==> src/rtl/uart_sys_top.sv <==
// UART command/ALU system: RX deframer, command FSM with 16x8 register file, ALU, 4-deep TX FIFO and TX framer.
// Define UART_SYS_TOP_PARITY_EN for 11-bit frames with even parity; otherwise 10-bit frames.
module uart_sys_top #(
  parameter int unsigned CLKS_PER_BIT = 16
) (
  input  logic Ref_clk,
  input  logic rst,
  input  logic rx_in,
  output logic tx_out,
  output logic stop_error,
  output logic parity_error,
  output logic start_glitch
);

`ifdef UART_SYS_TOP_PARITY_EN
  localparam bit PAR_EN = 1'b1;
`else
  localparam bit PAR_EN = 1'b0;
`endif

  localparam int unsigned CW = 10;
  localparam logic [CW-1:0] BIT_LAST = CW'(CLKS_PER_BIT - 1);
  localparam logic [CW-1:0] BIT_HALF = CW'(CLKS_PER_BIT / 2 - 1);
  localparam logic [3:0]    TX_BITS  = PAR_EN ? 4'd10 : 4'd9;

  localparam logic [2:0] R_IDLE = 3'd0, R_START = 3'd1, R_DATA = 3'd2, R_PAR = 3'd3, R_STOP = 3'd4;
  localparam logic [2:0] C_IDLE = 3'd0, C_WR_ADDR = 3'd1, C_WR_DATA = 3'd2, C_RD_ADDR = 3'd3,
                         C_ALU_A = 3'd4, C_ALU_B = 3'd5, C_ALU_FUNC = 3'd6;

  logic          rx_meta_q, rx_sync_q, rx_prev_q;
  logic [2:0]    rx_st_q, rx_st_d;
  logic [CW-1:0] rx_cnt_q, rx_cnt_d;
  logic [2:0]    rx_bit_q, rx_bit_d;
  logic [7:0]    rx_sh_q, rx_sh_d;
  logic          rx_pbad_q, rx_pbad_d;
  logic          byte_vld_q, byte_vld_d, stop_err_q, stop_err_d;
  logic          par_err_q, par_err_d, glitch_q, glitch_d;

  logic [2:0]    cmd_st_q, cmd_st_d;
  logic [3:0]    addr_q, addr_d;
  logic [7:0]    func_q, func_d;
  logic          alu_go_q, alu_go_d, hi_pend_q, hi_pend_d;
  logic [7:0]    hi_q, hi_d;
  logic [7:0]    rf_q [16];
  logic          rf_we_c;
  logic [3:0]    rf_wa_c;
  logic [7:0]    rf_wd_c;
  logic          push_c;
  logic [7:0]    push_data_c;
  logic [15:0]   alu_res_c;

  logic [7:0]    fifo_q [4];
  logic [1:0]    wr_ptr_q, wr_ptr_d, rd_ptr_q, rd_ptr_d;
  logic [2:0]    fifo_cnt_q, fifo_cnt_d;
  logic          push_ok_c, pop_c, tx_bit_end_c;
  logic [7:0]    tx_data_c;
  logic [9:0]    tx_frame_c;
  logic          tx_busy_q, tx_busy_d, tx_out_q, tx_out_d;
  logic [CW-1:0] tx_cnt_q, tx_cnt_d;
  logic [9:0]    tx_sh_q, tx_sh_d;
  logic [3:0]    tx_left_q, tx_left_d;

  // RX deframer: edge detect, mid-bit sampling, frame checks
  always_comb begin
    rx_st_d    = rx_st_q;
    rx_cnt_d   = rx_cnt_q + CW'(1);
    rx_bit_d   = rx_bit_q;
    rx_sh_d    = rx_sh_q;
    rx_pbad_d  = rx_pbad_q;
    byte_vld_d = 1'b0;
    stop_err_d = 1'b0;
    par_err_d  = 1'b0;
    glitch_d   = 1'b0;
    case (rx_st_q)
      R_IDLE: begin
        rx_cnt_d  = '0;
        rx_pbad_d = 1'b0;
        if (rx_prev_q && !rx_sync_q) rx_st_d = R_START;
      end
      R_START: if (rx_cnt_q == BIT_HALF) begin
        rx_cnt_d = '0;
        rx_bit_d = 3'd0;
        if (!rx_sync_q) rx_st_d = R_DATA;
        else begin
          glitch_d = 1'b1;
          rx_st_d  = R_IDLE;
        end
      end
      R_DATA: if (rx_cnt_q == BIT_LAST) begin
        rx_cnt_d = '0;
        rx_sh_d  = {rx_sync_q, rx_sh_q[7:1]};
        rx_bit_d = rx_bit_q + 3'd1;
        if (rx_bit_q == 3'd7) rx_st_d = PAR_EN ? R_PAR : R_STOP;
      end
      R_PAR: if (rx_cnt_q == BIT_LAST) begin
        rx_cnt_d  = '0;
        rx_pbad_d = rx_sync_q ^ (^rx_sh_q);
        rx_st_d   = R_STOP;
      end
      R_STOP: if (rx_cnt_q == BIT_LAST) begin
        rx_st_d    = R_IDLE;
        stop_err_d = !rx_sync_q;
        par_err_d  = PAR_EN && rx_pbad_q;
        byte_vld_d = rx_sync_q && !(PAR_EN && rx_pbad_q);
      end
      default: rx_st_d = R_IDLE;
    endcase
  end

  always_comb begin
    case (func_q)
      8'd0:    alu_res_c = {8'h00, rf_q[0]} + {8'h00, rf_q[1]};
      8'd1:    alu_res_c = {8'h00, rf_q[0]} - {8'h00, rf_q[1]};
      8'd2:    alu_res_c = {8'h00, rf_q[0]} * {8'h00, rf_q[1]};
      8'd3:    alu_res_c = (rf_q[1] == 8'h00) ? 16'h0000 : {8'h00, rf_q[0] / rf_q[1]};
      8'd4:    alu_res_c = {8'h00, rf_q[0] & rf_q[1]};
      8'd5:    alu_res_c = {8'h00, rf_q[0] | rf_q[1]};
      8'd6:    alu_res_c = {8'h00, rf_q[0] ^ rf_q[1]};
      default: alu_res_c = 16'h0000;
    endcase
  end

  // Command FSM; the ALU result goes out low byte then high byte on consecutive cycles
  always_comb begin
    cmd_st_d    = cmd_st_q;
    addr_d      = addr_q;
    func_d      = func_q;
    alu_go_d    = 1'b0;
    hi_pend_d   = 1'b0;
    hi_d        = hi_q;
    rf_we_c     = 1'b0;
    rf_wa_c     = 4'd0;
    rf_wd_c     = 8'h00;
    push_c      = 1'b0;
    push_data_c = 8'h00;
    if (alu_go_q) begin
      push_c      = 1'b1;
      push_data_c = alu_res_c[7:0];
      hi_d        = alu_res_c[15:8];
      hi_pend_d   = 1'b1;
    end else if (hi_pend_q) begin
      push_c      = 1'b1;
      push_data_c = hi_q;
    end
    if (stop_err_q || par_err_q) begin
      cmd_st_d = C_IDLE;
    end else if (byte_vld_q) begin
      case (cmd_st_q)
        C_IDLE: case (rx_sh_q)
          8'hAA:   cmd_st_d = C_WR_ADDR;
          8'hBB:   cmd_st_d = C_RD_ADDR;
          8'hCC:   cmd_st_d = C_ALU_A;
          8'hDD:   cmd_st_d = C_ALU_FUNC;
          default: cmd_st_d = C_IDLE;
        endcase
        C_WR_ADDR: begin
          addr_d   = rx_sh_q[3:0];
          cmd_st_d = C_WR_DATA;
        end
        C_WR_DATA: begin
          rf_we_c  = 1'b1;
          rf_wa_c  = addr_q;
          rf_wd_c  = rx_sh_q;
          cmd_st_d = C_IDLE;
        end
        C_RD_ADDR: begin
          push_c      = 1'b1;
          push_data_c = rf_q[rx_sh_q[3:0]];
          cmd_st_d    = C_IDLE;
        end
        C_ALU_A: begin
          rf_we_c  = 1'b1;
          rf_wa_c  = 4'd0;
          rf_wd_c  = rx_sh_q;
          cmd_st_d = C_ALU_B;
        end
        C_ALU_B: begin
          rf_we_c  = 1'b1;
          rf_wa_c  = 4'd1;
          rf_wd_c  = rx_sh_q;
          cmd_st_d = C_ALU_FUNC;
        end
        C_ALU_FUNC: begin
          func_d   = rx_sh_q;
          alu_go_d = 1'b1;
          cmd_st_d = C_IDLE;
        end
        default: cmd_st_d = C_IDLE;
      endcase
    end
  end

  // TX FIFO and framer; the next frame loads on the last cycle of the stop bit
  always_comb begin
    push_ok_c    = push_c && (fifo_cnt_q != 3'd4);
    tx_bit_end_c = tx_busy_q && (tx_cnt_q == BIT_LAST);
    pop_c        = (fifo_cnt_q != 3'd0) && (!tx_busy_q || (tx_bit_end_c && tx_left_q == 4'd0));
    tx_data_c    = fifo_q[rd_ptr_q];
    tx_frame_c   = PAR_EN ? {1'b1, ^tx_data_c, tx_data_c} : {2'b11, tx_data_c};
    wr_ptr_d     = push_ok_c ? wr_ptr_q + 2'd1 : wr_ptr_q;
    rd_ptr_d     = pop_c ? rd_ptr_q + 2'd1 : rd_ptr_q;
    fifo_cnt_d   = fifo_cnt_q + 3'(push_ok_c) - 3'(pop_c);
    tx_busy_d    = tx_busy_q;
    tx_out_d     = tx_out_q;
    tx_sh_d      = tx_sh_q;
    tx_left_d    = tx_left_q;
    tx_cnt_d     = tx_busy_q ? tx_cnt_q + CW'(1) : '0;
    if (pop_c) begin
      tx_busy_d = 1'b1;
      tx_out_d  = 1'b0;
      tx_sh_d   = tx_frame_c;
      tx_left_d = TX_BITS;
      tx_cnt_d  = '0;
    end else if (tx_bit_end_c) begin
      tx_cnt_d = '0;
      if (tx_left_q != 4'd0) begin
        tx_out_d  = tx_sh_q[0];
        tx_sh_d   = {1'b1, tx_sh_q[9:1]};
        tx_left_d = tx_left_q - 4'd1;
      end else begin
        tx_busy_d = 1'b0;
        tx_out_d  = 1'b1;
      end
    end
  end

  always_ff @(posedge Ref_clk) begin
    if (rst) begin
      rx_meta_q  <= 1'b1;
      rx_sync_q  <= 1'b1;
      rx_prev_q  <= 1'b1;
      rx_st_q    <= R_IDLE;
      rx_cnt_q   <= '0;
      rx_bit_q   <= 3'd0;
      rx_sh_q    <= 8'h00;
      rx_pbad_q  <= 1'b0;
      byte_vld_q <= 1'b0;
      stop_err_q <= 1'b0;
      par_err_q  <= 1'b0;
      glitch_q   <= 1'b0;
      cmd_st_q   <= C_IDLE;
      addr_q     <= 4'd0;
      func_q     <= 8'h00;
      alu_go_q   <= 1'b0;
      hi_pend_q  <= 1'b0;
      hi_q       <= 8'h00;
      for (int i = 0; i < 16; i++) rf_q[i] <= 8'h00;
      for (int i = 0; i < 4; i++) fifo_q[i] <= 8'h00;
      wr_ptr_q   <= 2'd0;
      rd_ptr_q   <= 2'd0;
      fifo_cnt_q <= 3'd0;
      tx_busy_q  <= 1'b0;
      tx_out_q   <= 1'b1;
      tx_cnt_q   <= '0;
      tx_sh_q    <= '1;
      tx_left_q  <= 4'd0;
    end else begin
      rx_meta_q  <= rx_in;
      rx_sync_q  <= rx_meta_q;
      rx_prev_q  <= rx_sync_q;
      rx_st_q    <= rx_st_d;
      rx_cnt_q   <= rx_cnt_d;
      rx_bit_q   <= rx_bit_d;
      rx_sh_q    <= rx_sh_d;
      rx_pbad_q  <= rx_pbad_d;
      byte_vld_q <= byte_vld_d;
      stop_err_q <= stop_err_d;
      par_err_q  <= par_err_d;
      glitch_q   <= glitch_d;
      cmd_st_q   <= cmd_st_d;
      addr_q     <= addr_d;
      func_q     <= func_d;
      alu_go_q   <= alu_go_d;
      hi_pend_q  <= hi_pend_d;
      hi_q       <= hi_d;
      if (rf_we_c) rf_q[rf_wa_c] <= rf_wd_c;
      if (push_ok_c) fifo_q[wr_ptr_q] <= push_data_c;
      wr_ptr_q   <= wr_ptr_d;
      rd_ptr_q   <= rd_ptr_d;
      fifo_cnt_q <= fifo_cnt_d;
      tx_busy_q  <= tx_busy_d;
      tx_out_q   <= tx_out_d;
      tx_cnt_q   <= tx_cnt_d;
      tx_sh_q    <= tx_sh_d;
      tx_left_q  <= tx_left_d;
    end
  end

  assign tx_out       = tx_out_q;
  assign stop_error   = stop_err_q;
  assign parity_error = PAR_EN & par_err_q;
  assign start_glitch = glitch_q;

endmodule

==> config.mk <==
export PLATFORM = sky130hd
export DESIGN_NAME = uart_sys_top
export DESIGN_NICKNAME = d
export VERILOG_FILES = /design/src/rtl/uart_sys_top.sv
export SDC_FILE = /design/constraint.sdc
export NUM_CORES = 1
export LEC_CHECK = 0
export CAP_MARGIN = 20
export CORE_ASPECT_RATIO = 0.9
export CORE_MARGIN = 5
export CORE_UTILIZATION = 35
export DETAILED_ROUTE_END_ITERATION = 8
export PLACE_DENSITY = 0.54
export SYNTH_ARGS = -nofsm -noshare
export SYNTH_HDL_FRONTEND = slang
export SYNTH_SLANG_ARGS = --single-unit
==> constraint.sdc <==
create_clock -name Ref_clk -period 14.15 [get_ports Ref_clk]
set_input_delay 2.83 -clock Ref_clk [delete_from_list [all_inputs] [get_ports Ref_clk]]
set_output_delay 2.83 -clock Ref_clk [all_outputs]
set_load 0.01 [all_outputs]
[Yosys cells after proc, flatten, opt, wreduce, memory -nomap -nowiden]
Memory sizes are Yosys's and may differ from the RTL's. A register that Yosys moved wholly into a read port is not among the register bits.
Cells that the tools add are included.
W data, S select, Z words.
Storage, ports and cells
  output and inout bits: 4
  input bits: 3
  memories: 2
  bits in writable memories: 160
  register bits: 86
Operators by class
  equality and inequality tests: 32
  muxes and demuxes: 70
  add/subtract/negate cells: 10
  bitwise logic cells: 10
  multipliers: 1
  divide/modulo/power cells: 1
  reduce and logical (&&, ||, !) cells: 36
Memory list
  rf_q: depth 16, bits a word 8, read ports 3, clocked after Yosys merged registers in 1, wr ports 16, line 44  | logic [7:0] rf_q [16];
  fifo_q: depth 4, bits a word 8, read ports 1, clocked after Yosys merged registers in 1, wr ports 4, line 52  | logic [7:0] fifo_q [4];
Operators by type and width (number)
  $mux W8: 14
  $pmux W16 S7: 1
  $eq A8 B8 Y1 const B: 4
  $mux W4: 8
  $pmux W10 S3: 1
  $mux W1: 27
  $eq A8 B3 Y1 const B: 3
  $mux W3: 8
  $pmux W3 S4: 2
  $add A10 B1 Y10 const B: 2
  $eq A10 B4 Y1 const B: 2
  $mux W10: 2
  $eq A8 B2 Y1 const B: 2
  $logic_not A8 Y1: 2
  $mul A8 B8 Y16: 1
  $reduce_or A8 Y1: 2
  $eq A3 B3 Y1 const B: 5
  $pmux W3 S5: 1
  $ne A2 B2 Y1 const B: 7
  $eq A3 B2 Y1 const B: 4
  $reduce_or A3 Y1: 4
  $eq A10 B3 Y1 const B: 1
  $add A8 B8 Y9: 1
  $reduce_and A3 Y1: 3
  other kinds (29): 53

[Logic depth before layout (Yosys ltp)]
Gate-level depths: netlist of run 1.
  depth after elaboration: 11
  gate-level depth with buffers: 51
  gate-level depth less buffers: 49

[Worst setup path after synthesis of run 1]
Ideal clock, no wire load.
  kind: register to register
  start point: memory rf_q[1][6]
  end point: memory fifo_q[0][0], data pin
  library setup time: 265 ps
  clock period less this slack: 10446 ps
  required time: 13885 ps
  slack: 3704 ps
  stages on the path, launching flop included: 48
  data arrival time: 10181 ps
  path through: edfxtp_1 > buf_2 > nor4_4 > and2_1 > a21oi_1 > a21oi_1 > ha_1 > nor3_1 > nor3b_1 > mux2_2 > or2_2 > ha_1 > o211ai_1 > a211oi_4 > mux2_2 > ha_1 > a21oi_1 > a21boi_0 > (+12 left out) > a41oi_1 > nor3_1 > a21o_1 > ha_1 > a21oi_1 > a21oi_1 > o41a_1 > buf_1 > a21oi_1 > o31ai_1 > ha_1 > a21o_1 > a2111oi_0 > o21ai_0 > o21ai_0 > o22ai_1 > a31oi_1 > nor2_1
RTL lines (line)
  start, declared: 44
  end, declared: 52

==> out/qor.txt, run 1 <==
Placement Cell Area -> 16,170 um2
Mapped Cells -> 1,522
Async SR Flop Fraction -> 0
Global Route Usage Sum -> 0.1616
Min-delay src -> rx_meta_q
Slowest CP cell -> edfxtp_1
Final Util -> 0.3840
Worst-skew pair later-pin latency -> 0.53 ns
Distinct cells, synth -> 82
Startpoint types -> register
Maximum clock insertion buffer count -> 3
Static Leakage -> 6.337 nW
Rows -> 73
Slew @ Worst Pin -> 0.9878 ns
# hold bufs at CTS -> 0
Most numerous cell on the critical path -> ha_1
PwrDens -> 106.3 nW/um2
Data arrival, critical path -> 12.35 ns
Comb power frac -> 0.173
Min-Delay Path Class -> register to register
Fin. max-slew vios -> 0
Sequential share of the synthesized area -> 0.4255
RSZ-0062 raised after global routing -> false
Vias in the first global route -> 10,950
Status -> completed
Max_cap viols -> 0
Detailed placement HPWL -> 28.24 mm
Clock Power Share -> 0.349
Antenna viol nets, final -> 0
Syn_nets -> 1,670
Final setup violation count -> 0
Seq cells post-synth -> 252
Die X -> 232.7 um
Most used DFF post-synth -> edfxtp_1
Tmin final -> 12.08 ns
Via count -> 11,138
DR DRC count -> 0
Max-slew headroom -> 0.3322
Critical path fanouts, max -> 12
I/O Buffers -> 5
CTS tree -> done
Gr ovfl total -> 0
I/O Pins -> 7
Setup TNS -> 0 ns
Number of diodes -> 0
Setup Buffers After CTS -> 0
Die Y -> 210.4 um
Mean Syn Cell Area -> 10.26 um2
First-pass GRT wire length -> 62.78 mm
WL/cell -> 18.91 um
P&R area growth vs syn -> 8.476%
Largest net degree at the start of global routing -> 53
Layout cells sized above 1 -> 0.07958
Antenna violations before repair -> 0
H-tree depth -> 1
Switch share -> 0.2680
Worst r2r src -> rf_q[1][0]
Post-route design area -> 16,940 um2
Routability-driven placement congestion ratio -> 0.8976
Initial drt markers -> 990
Clk root buf -> clkbuf_16
EDFF count, synth -> 160
# resized after CTS -> 0
Flop pwr share -> 0.477
Total Power -> 1.802 mW
Post-Syn Area -> 15,620 um2
Final period util -> 0.8537
Core area -> 44,120 um2
Fin. Hold Viols -> 0
CP Class -> register to register
Int Power -> 1.319 mW
Hold slack -> 0.4124 ns
CP peak stage delay -> 0.67 ns
DIE AREA -> 48,960 um2
Post-DR vias/cell -> 5.284
Final Skew -> 0.01114 ns
Clk sinks -> 252
Nets -> 1,637
Initial Util -> 0.3540
Peak VDD IR -> 0.08168 mV
FF-to-FF setup slack -> 2.07 ns
Synthesis Warnings -> 0
Req. time, crit path -> 14.42 ns
Critical Path Source -> rf_q[1][0]
Worst setup EP type -> register
Fmax -> 82.78 MHz
Pre-Repair DR Iteration Count -> 5
CTS clk-pin slew, worst paths -> 0.06 ns
Switching pwr -> 482.9 uW
Num CTS Buffers -> 26
DRT Wirelength -> 39.87 mm
[synth_stat cells (all sizes together), types with 4 or more instances]
| master | number | area, um2 |
|---|---|---|
| fa | 39 | 780.8 |
| nand3b | 5 | 37.54 |
| clkbuf | 56 | 211.5 |
| a31oi | 7 | 43.79 |
| ha | 106 | 1326 |
| o21ai | 47 | 239.0 |
| nor4 | 8 | 71.32 |
| nand4 | 9 | 56.30 |
| mux2i | 27 | 274.0 |
| nor2b | 19 | 118.9 |
| nand2 | 102 | 382.9 |
| a21boi | 6 | 45.04 |
| a221oi | 9 | 78.83 |
| o21bai | 7 | 52.55 |
| a21oi | 61 | 305.3 |
| o211ai | 6 | 45.04 |
| mux4 | 47 | 1062 |
| xnor2 | 40 | 350.3 |
| nor3 | 31 | 155.2 |
| a211oi | 11 | 95.09 |
| mux2 | 12 | 146.4 |
| xor2 | 17 | 148.9 |
| or3 | 7 | 43.79 |
| nor4b | 5 | 43.79 |
| a2111oi | 5 | 43.79 |
| a21o | 11 | 82.58 |
| and3 | 13 | 81.33 |
| nand3 | 26 | 130.1 |
| nor2 | 278 | 1044 |
| buf | 15 | 73.82 |
| or4 | 5 | 41.29 |
| a22oi | 6 | 45.04 |
| o21a | 13 | 97.59 |
| o22ai | 11 | 68.82 |
| o31ai | 5 | 37.54 |
| nand2b | 33 | 206.5 |
| nor3b | 6 | 45.04 |
| inv | 103 | 386.6 |
| nand4b | 4 | 35.03 |
| or2 | 8 | 50.05 |
| dfxtp | 92 | 1842 |
| edfxtp | 160 | 4805 |
| and2 | 4 | 25.02 |
[worst paths after layout]
path | endpoint | depth (start not counted)
setup / recovery | fifo_q[0][0] | 44
hold / removal | rx_sync_q | 1
setup reg to reg | fifo_q[0][0] | 44
hold reg to reg | rx_sync_q | 1
[metrics by stage]
step,std cells,setup WS (ns)
2_1_floorplan,1522,3.704
3_3_place_gp,2061,2.483
3_5_place_dp,2061,2.172
4_1_cts,2108,2.153
5_1_grt,2108,1.192
6_report,2108,2.070
[power groups by stage]
| stage | sequential, mW | clock, mW | combinational [mW] |
|---|---|---|---|
| final | 0.860 | 0.630 | 0.312 |
| after global routing | 0.866 | 0.678 | 0.353 |
| after CTS | 0.860 | 0.646 | 0.315 |
| after detailed placement | 0.876 | 0 | 0.311 |
| after global placement | 0.874 | 0 | 0.307 |
| after floorplan | 0.856 | 0 | 0.252 |
[worst max-delay path: cells and delay by family, from the launching register on]
kind	cells	cell delay, ns
buffers and inverters	3	0.60
adders and majority gates	8	2.41
muxes	3	1.05
AOI/OAI and AO/OA	24	5.86
DFF	1	0.67
and+or+nand+nor	6	1.20
[cell usage in the layout (no fill, tap or decap), drive strengths merged, types with 12 or more instances in the layout]
cell type  count
o21ai         47
and3          13
edfxtp       160
nand2b        33
nor3          31
ha           106
inv          103
xor2          17
clkbuf        38
mux4          47
nor2b         19
nor2         278
a21oi         61
nand3         26
xnor2         40
dfxtp         92
fa            39
nand2        102
o21a          13
mux2          12
mux2i         27
[flip-flops by register name, summed over array words and instances, names as in the netlist, 2 cells and up, named ones only]
register	count
rf_q	128
fifo_q	32
rx_cnt_q	10
tx_cnt_q	10
func_q	8
hi_q	8
rx_sh_q	8
tx_sh_q	8
addr_q	4
tx_left_q	4
cmd_st_q	3
fifo_cnt_q	3
rx_bit_q	3
rx_st_q	3
rd_ptr_q	2
wr_ptr_q	2
[final cells by class]
class | count | area (um2)
inverters | 104 | 390.4
clock buffers | 38 | 730.7
clock inverters | 9 | 43.79
flip-flops and latches | 252 | 6648
multi-input cells | 1095 | 8297
fillers | 4326 | 27170
well taps | 600 | 750.7
repair buffers | 10 | 82.58
[layer usage]
metal  GRT usage  part of all wire  vias up  wire [um]
li1            -                 -     5346          -
met4     0.03442             0.021        0        846
met3     0.02923             0.063       62       2513
met2      0.2508              0.44      307      17550
met5           0                 0        -          0
met1      0.2381              0.48     5423      18960
[cell families (layout without fill, tap and decap cells)]
family | Yosys count | count (layout) | synth area share
xor+xnor | 57 | 57 | 0.03196
fa+ha+maj | 145 | 145 | 0.1349
compound gates | 239 | 239 | 0.1025
flops | 252 | 252 | 0.4255
mux | 86 | 86 | 0.09493
simple gates | 567 | 567 | 0.1666
other cells | 1 | 1 | 0.0002401
buf+inv | 175 | 161 | 0.04326
Power figures use the tool's default switching activity.
==> run 2, diff against run 1 <==
--- a/config.mk
+++ b/config.mk
@@ -10,7 +10,7 @@
 export CORE_MARGIN = 5
 export CORE_UTILIZATION = 35
 export DETAILED_ROUTE_END_ITERATION = 8
-export PLACE_DENSITY = 0.54
+export SKIP_CTS_REPAIR_TIMING = 1
 export SYNTH_ARGS = -nofsm -noshare
 export SYNTH_HDL_FRONTEND = slang
 export SYNTH_SLANG_ARGS = --single-unit
==> out/qor.txt, run 2 (synthesis gave the netlist of run 1 again) <==
Status -> completed
Most numerous cell on the critical path -> ha_1
Sequential Area -> 6648 um2 (unchanged)
Min-Delay Path Class -> register to register
Multi-input gate area -> 8297 um2 (unchanged)
Static Leakage -> 6.375 nW (+0.61%)
Routability-driven placement congestion ratio -> 0.9425 (+5.0%)
Slew @ Worst Pin -> 1.006 ns (+0.01825 ns)
CP peak stage delay -> 0.65 ns (-0.02 ns)
Layout cells sized above 1 -> 0.08008 (+0.0005038)
Fin. max-slew vios -> 0 (unchanged)
Peak VDD IR -> 0.08745 mV (+7.1%)
Core area -> 44,120 um2 (unchanged)
Tmin final -> 12.12 ns (+0.03513 ns)
Buf/Inv on CP -> 2 (-1)
Max_cap viols -> 0 (unchanged)
Worst-skew pair later-pin latency -> 0.56 ns (+0.03 ns)
PwrDens -> 109.3 nW/um2 (+2.8%)
P&R area growth vs syn -> 9.036%
Biggest register -> rf_q
Number of flip-flops in the largest register -> 128 (unchanged)
Num CTS Buffers -> 27 (+3.8%)
Most frequent cells in the layout -> 278 x nor2_1, 160 x edfxtp_1, 106 x ha_1
Fmax -> 82.54 MHz (-0.29%)
Global Route Usage Sum -> 0.1573 (-0.004312)
Largest net degree at the start of global routing -> 59 (+11%)
Clk root buf -> clkbuf_16
WL/cell -> 18.62 um (-1.5%)
CTS tree -> done
Gr ovfl total -> 0 (unchanged)
I/O Pins -> 7 (unchanged)
Die Y -> 210.4 um (unchanged)
Detailed placement HPWL -> 27.92 mm (-1.1%)
Antenna viol nets, final -> 0 (unchanged)
Startpoint types -> register
Fin. Hold Viols -> 0 (unchanged)
DRT Wirelength -> 39.31 mm (-1.4%)
Req. time, crit path -> 14.42 ns (about the same)
Data arrival, critical path -> 12.38 ns (+0.03 ns)
Final setup violation count -> 0 (unchanged)
Dpl ws -> 2.256 ns (+0.08418 ns)
Initial drt markers -> 1,057 (+6.8%)
Final period util -> 0.8562 (+0.002483)
Rows -> 73 (unchanged)
Largest registers -> rf_q x128, fifo_q x32
Setup TNS -> 0 ns (unchanged)
Vias in the first global route -> 11,288 (+3.1%)
DR DRC count -> 0 (unchanged)
Worst setup EP type -> register
Delay-heaviest family, CP -> compound AO/OA/AOI/OAI gates
Slowest CP cell -> edfxtp_1
Critical path fanouts, max -> 14 (+2)
Hold path cells -> 1 (unchanged)
Post-DR vias/cell -> 5.416 (+2.5%)
FF-to-FF path depth -> 44 (unchanged)
Nets -> 1,638 (+0.061%)
Number of diodes -> 0 (unchanged)
First-pass GRT wire length -> 62.32 mm (-0.73%)
I/O Buffers -> 5 (unchanged)
CTS clk-pin slew, worst paths -> 0.06 ns (about the same)
DIE AREA -> 48,960 um2 (unchanged)
Clk sinks -> 252 (unchanged)
Critical path depth -> 44 (unchanged)
Commonest non-fill, non-tap cell in the layout -> nor2_1
Max-slew headroom -> 0.3199 (-0.01234)
Via count -> 11,433 (+2.6%)
FF-to-FF setup slack -> 2.03 ns (-0.04 ns)
Final Skew -> 0.03763 ns (+0.02650 ns)
Die X -> 232.7 um (unchanged)
Fillers -> 4,264 (-1.4%)
CP Class -> register to register
H-tree depth -> 1 (unchanged)
Pre-Repair DR Iteration Count -> 7 (+2)
Final worst slack -> 2.035 ns (-0.03513 ns)
RSZ-0062 raised after global routing -> false
Antenna violations before repair -> 0 (unchanged)
Maximum clock insertion buffer count -> 3 (unchanged)
Initial Util -> 0.3540 (unchanged)
-- run 2: path summary, 6_finish.rpt --
check             start           end
min           rx_meta_q     rx_sync_q
min reg2reg   rx_meta_q     rx_sync_q
max          rf_q[1][7]  fifo_q[2][0]
max reg2reg  rf_q[1][7]  fifo_q[2][0]
-- run 2: area by class of cell --
class                   instances  area share
clock buffers                  35     0.04202
multi-input cells            1095      0.4872
repair buffers                 10    0.004849
flip-flops and latches        252      0.3903
inverters                     104     0.02292
well taps                     600     0.04408
clock inverters                15    0.008596
-- run 2: routing by layer --
layer,GRT usage,routed length [um]
met1,0.2301,18070
met2,0.2471,17740
met3,0.02505,2549
met4,0.03646,954
met5,0,0
-- run 2: per-stage QoR --
step / total power, mW / cell area (um2) / util / hold slack, ns / cells
2_1_floorplan: 1.109 / 15620 / - / 0.3895 / 1522
3_3_place_gp: 1.178 / 16170 / 0.3665 / 0.3970 / 2061
3_5_place_dp: 1.187 / 16170 / 0.3665 / 0.4035 / 2061
4_1_cts: 1.876 / 17030 / 0.3860 / 0.4262 / 2111
5_1_grt: 1.949 / 17030 / 0.3860 / 0.4511 / 2111
6_report: 1.862 / 17030 / 0.3860 / 0.4219 / 2111
-- run 2: worst register-to-register path, delay by kind of cell (launching register included) --
family | cells | cell delay [ns]
mux | 3 | 1.04
fa+ha+maj | 7 | 2.01
compound gates | 23 | 5.81
simple gates | 9 | 2.16
flops | 1 | 0.65
buf+inv | 2 | 0.17
-- run 2: power breakdown --
part           internal, mW  total [mW]  switching, mW
sequential            0.823       0.859         0.0364
clock                 0.397       0.689          0.292
combinational         0.139       0.314          0.175
total                  1.36        1.86          0.503
==> run 3, diff against run 2 <==
--- a/config.mk
+++ b/config.mk
@@ -5,6 +5,7 @@
 export SDC_FILE = /design/constraint.sdc
 export NUM_CORES = 1
 export LEC_CHECK = 0
+export ABC_AREA = 1
 export CAP_MARGIN = 20
 export CORE_ASPECT_RATIO = 0.9
 export CORE_MARGIN = 5
==> out/qor.txt, run 3 <==
Status -> completed
Peak VDD IR -> 0.08977 mV (+2.7%)
Number of diodes -> 0 (unchanged)
First-pass GRT wire length -> 68.27 mm (+9.5%)
Sequential share of the synthesized area -> 0.4118 (-0.01369)
Data arrival, critical path -> 10.77 ns (-1.61 ns)
Fin. Hold Viols -> 0 (unchanged)
Post-DR vias/cell -> 5.096 (-5.9%)
Tmin final -> 10.50 ns (-1.620 ns)
EDFF count, synth -> 160 (unchanged)
Min-Delay Path Class -> register to register
Layout cells sized above 1 -> 0.05528 (-0.02480)
P&R area growth vs syn -> 9.405%
Most numerous cell on the critical path -> nand2_1
Distinct cells, synth -> 56 (-32%)
Buf/Inv on CP -> 12 (+10)
Post-synthesis mux area share -> 0 (-0.09493)
Dpl ws -> 3.807 ns (+1.550 ns)
Worst-skew pair later-pin latency -> 0.55 ns (about the same)
Synth Area in Simple Gates -> 0.2759 (+0.1093)
CTS clk-pin slew, worst paths -> 0.08 ns (+0.02 ns)
Main area contributors after synthesis -> edfxtp_1 30%, dfxtp_1 11%, nand2_1 11%
Final Skew -> 0.01662 ns (-0.02101 ns)
Final setup violation count -> 0 (unchanged)
Synth top area share -> 0.2977 (-0.009898)
Seq cells post-synth -> 252 (unchanged)
Worst r2r src -> rf_q[1][0]
Async SR Flop Fraction -> 0 (unchanged)
I/O Buffers -> 5 (unchanged)
H-tree depth -> 1 (unchanged)
Number of flip-flops in the largest register -> 128 (unchanged)
Routability-driven placement congestion ratio -> 0.9264 (-1.7%)
Max-slew headroom -> 0.3603 (+0.04048)
Via count -> 13,422 (+17%)
Pre-Repair DR Iteration Count -> 5 (-2)
Dominant cell by count in the synthesized netlist -> nand2_1
Finished Layout Cells -> 2,634 (+25%)
Num CTS Buffers -> 26 (-3.7%)
Largest registers -> rf_q x128, fifo_q x32
Top post-synthesis cells by count -> 485 x nand2_1, 251 x nor2_1, 236 x inv_1, 175 x nand3_1, 160 x edfxtp_1
DRT Wirelength -> 42.54 mm (+8.2%)
RSZ-0062 raised after global routing -> false
Maximum clock insertion buffer count -> 3 (unchanged)
Die Y -> 213.7 um (+1.6%)
Largest area contributor in the netlist -> edfxtp_1
Fin. max-slew vios -> 0 (unchanged)
Switching pwr -> 648.1 uW (+29%)
Flop pwr share -> 0.415 (-0.047)
Biggest register -> rf_q
Fmax -> 95.28 MHz (+15%)
Global Route Usage Sum -> 0.1638 (+0.006453)
CP Class -> register to register
Startpoint types -> register
Req. time, crit path -> 14.42 ns (about the same)
Worst setup EP type -> register
Hold endpoint -> rx_sync_q
Mapped Cells -> 2,039 (+34%)
Reg-to-reg endpoint -> fifo_q[1][0]
Clk root buf -> clkbuf_16
Antenna violations before repair -> 0 (unchanged)
Syn_nets -> 2,187 (+31%)
Switch share -> 0.3104 (+0.04042)
Post-synthesis adder-cell area fraction -> 0.1306 (-0.004341)
Die X -> 236.3 um (+1.6%)
Post-Syn Area -> 16,140 um2 (+3.3%)
Critical path fanouts, max -> 13 (-1)
Initial drt markers -> 1,322 (+25%)
FF-to-FF path depth -> 66 (+50%)
Static Leakage -> 7.579 nW (+19%)
Hold path cells -> 1 (unchanged)
Slew @ Worst Pin -> 0.9572 ns (-0.04887 ns)
Setup TNS -> 0 ns (unchanged)
Initial Util -> 0.3550 (+0.0009470)
Detailed placement HPWL -> 30.05 mm (+7.6%)
I/O Pins -> 7 (unchanged)
Most frequent cells in the layout -> 485 x nand2_1, 251 x nor2_1, 236 x inv_1
Post-Synth XOR/XNOR Area -> 0.01140 (-0.02057)
Min-delay src -> rx_meta_q
Gr ovfl total -> 0 (unchanged)
DIE AREA -> 50,510 um2 (+3.2%)
Combinational family with the most area after synthesis -> simple AND/OR/NAND/NOR gates
Clk sinks -> 252 (unchanged)
Final period util -> 0.7417 (-0.1145)
Post-route design area -> 17,660 um2 (+3.7%)
Final worst slack -> 3.654 ns (+1.620 ns)
Core area -> 45,460 um2 (+3.0%)
Delay-heaviest family, CP -> simple AND/OR/NAND/NOR gates
Clock Power Share -> 0.347 (-0.023)
Antenna viol nets, final -> 0 (unchanged)
Rows -> 74 (+1.4%)
Slowest CP cell -> edfxtp_1
Largest net degree at the start of global routing -> 61 (+3.4%)
Comb power frac -> 0.238 (+0.069)
CP peak stage delay -> 0.60 ns (-0.05 ns)
Commonest non-fill, non-tap cell in the layout -> nand2_1
PwrDens -> 118.3 nW/um2 (+8.2%)
CTS tree -> done
Nets -> 2,154 (+32%)
Placement Cell Area -> 16,720 um2 (+3.4%)
Compound-Gate Fraction of Synth Area -> 0.09428 (-0.008261)
Most used DFF post-synth -> edfxtp_1
Int Power -> 1.440 mW (+5.9%)
Synthesis Warnings -> 0 (unchanged)
Vias in the first global route -> 12,806 (+13%)
Placed cells -> 2,584 (+25%)
Max_cap viols -> 0 (unchanged)
Mean Syn Cell Area -> 7.915 um2 (-23%)
FF-to-FF setup slack -> 3.65 ns (+1.62 ns)
WL/cell -> 16.15 um (-13%)
DR DRC count -> 0 (unchanged)
==> run 3: cell count changes in the layout (fill, tap and decap cells not counted), sizes merged, moves of 19 or more <==
cell    change
inv       +136
nand2b     -33
nor2b      -19
mux4       -47
nand2     +403
o21ai      +60
a21oi      +41
mux2i      -27
nand3     +151
xnor2      -30
==> run 3: cells by family after synthesis <==
kind of cell    count (synthesis)
simple gates                 1031
buf+inv                       320
compound gates                269
flops                         252
fa+ha+maj                     145
xor+xnor                       21
other cells                     1
==> run 3: stage by stage <==
stage	hold slack, ns	total power, mW	util
floorplan	0.3895	1.248	-
global placement	0.3970	1.364	0.3677
detailed placement	0.4017	1.374	0.3677
CTS	0.4161	2.100	0.3879
global route	0.4228	2.215	0.3884
finish	0.4134	2.088	0.3884
==> run 3: routing by layer <==
metal	track usage	part of all wire	vias to the layer above	wire length, um
li1	-	-	6648	-
met4	0.03204	0.018	0	769
met1	0.2363	0.48	6337	20310
met5	0	0	-	0
met3	0.02482	0.059	65	2495
met2	0.2656	0.45	372	18960
==> run 3: worst max path at each step <==
stage / start / to / slack (ns) / depth (start not counted)
2_1_floorplan: rf_q[1][0] / fifo_q[1][0] / 5.09 / 68
3_3_place_gp: rf_q[1][0] / fifo_q[1][0] / 4.32 / 67
3_5_place_dp: rf_q[1][0] / fifo_q[1][0] / 3.81 / 67
4_1_cts: rf_q[1][0] / fifo_q[1][0] / 3.73 / 67
5_1_grt: rf_q[1][0] / fifo_q[1][0] / 2.51 / 67
6_report: rf_q[1][0] / fifo_q[1][0] / 3.65 / 66
==> run 3: final cells by class <==
class	instances	area, um2
fill	4609	27810
clock inverter	10	115.1
timing repair buffer	17	147.6
clock buffer	38	802.0
inverter	242	908.4
multi-input combinational	1467	8274
sequential	252	6648
tap	608	760.7
==> run 3: power groups by stage <==
| stage | combinational, mW | sequential [mW] | clock (mW) |
|---|---|---|---|
| 6_report | 0.497 | 0.866 | 0.725 |
| 5_1_grt | 0.573 | 0.872 | 0.769 |
| 4_1_cts | 0.496 | 0.866 | 0.738 |
| 3_5_place_dp | 0.493 | 0.881 | 0 |
| 3_3_place_gp | 0.484 | 0.880 | 0 |
| 2_1_floorplan | 0.387 | 0.860 | 0 |
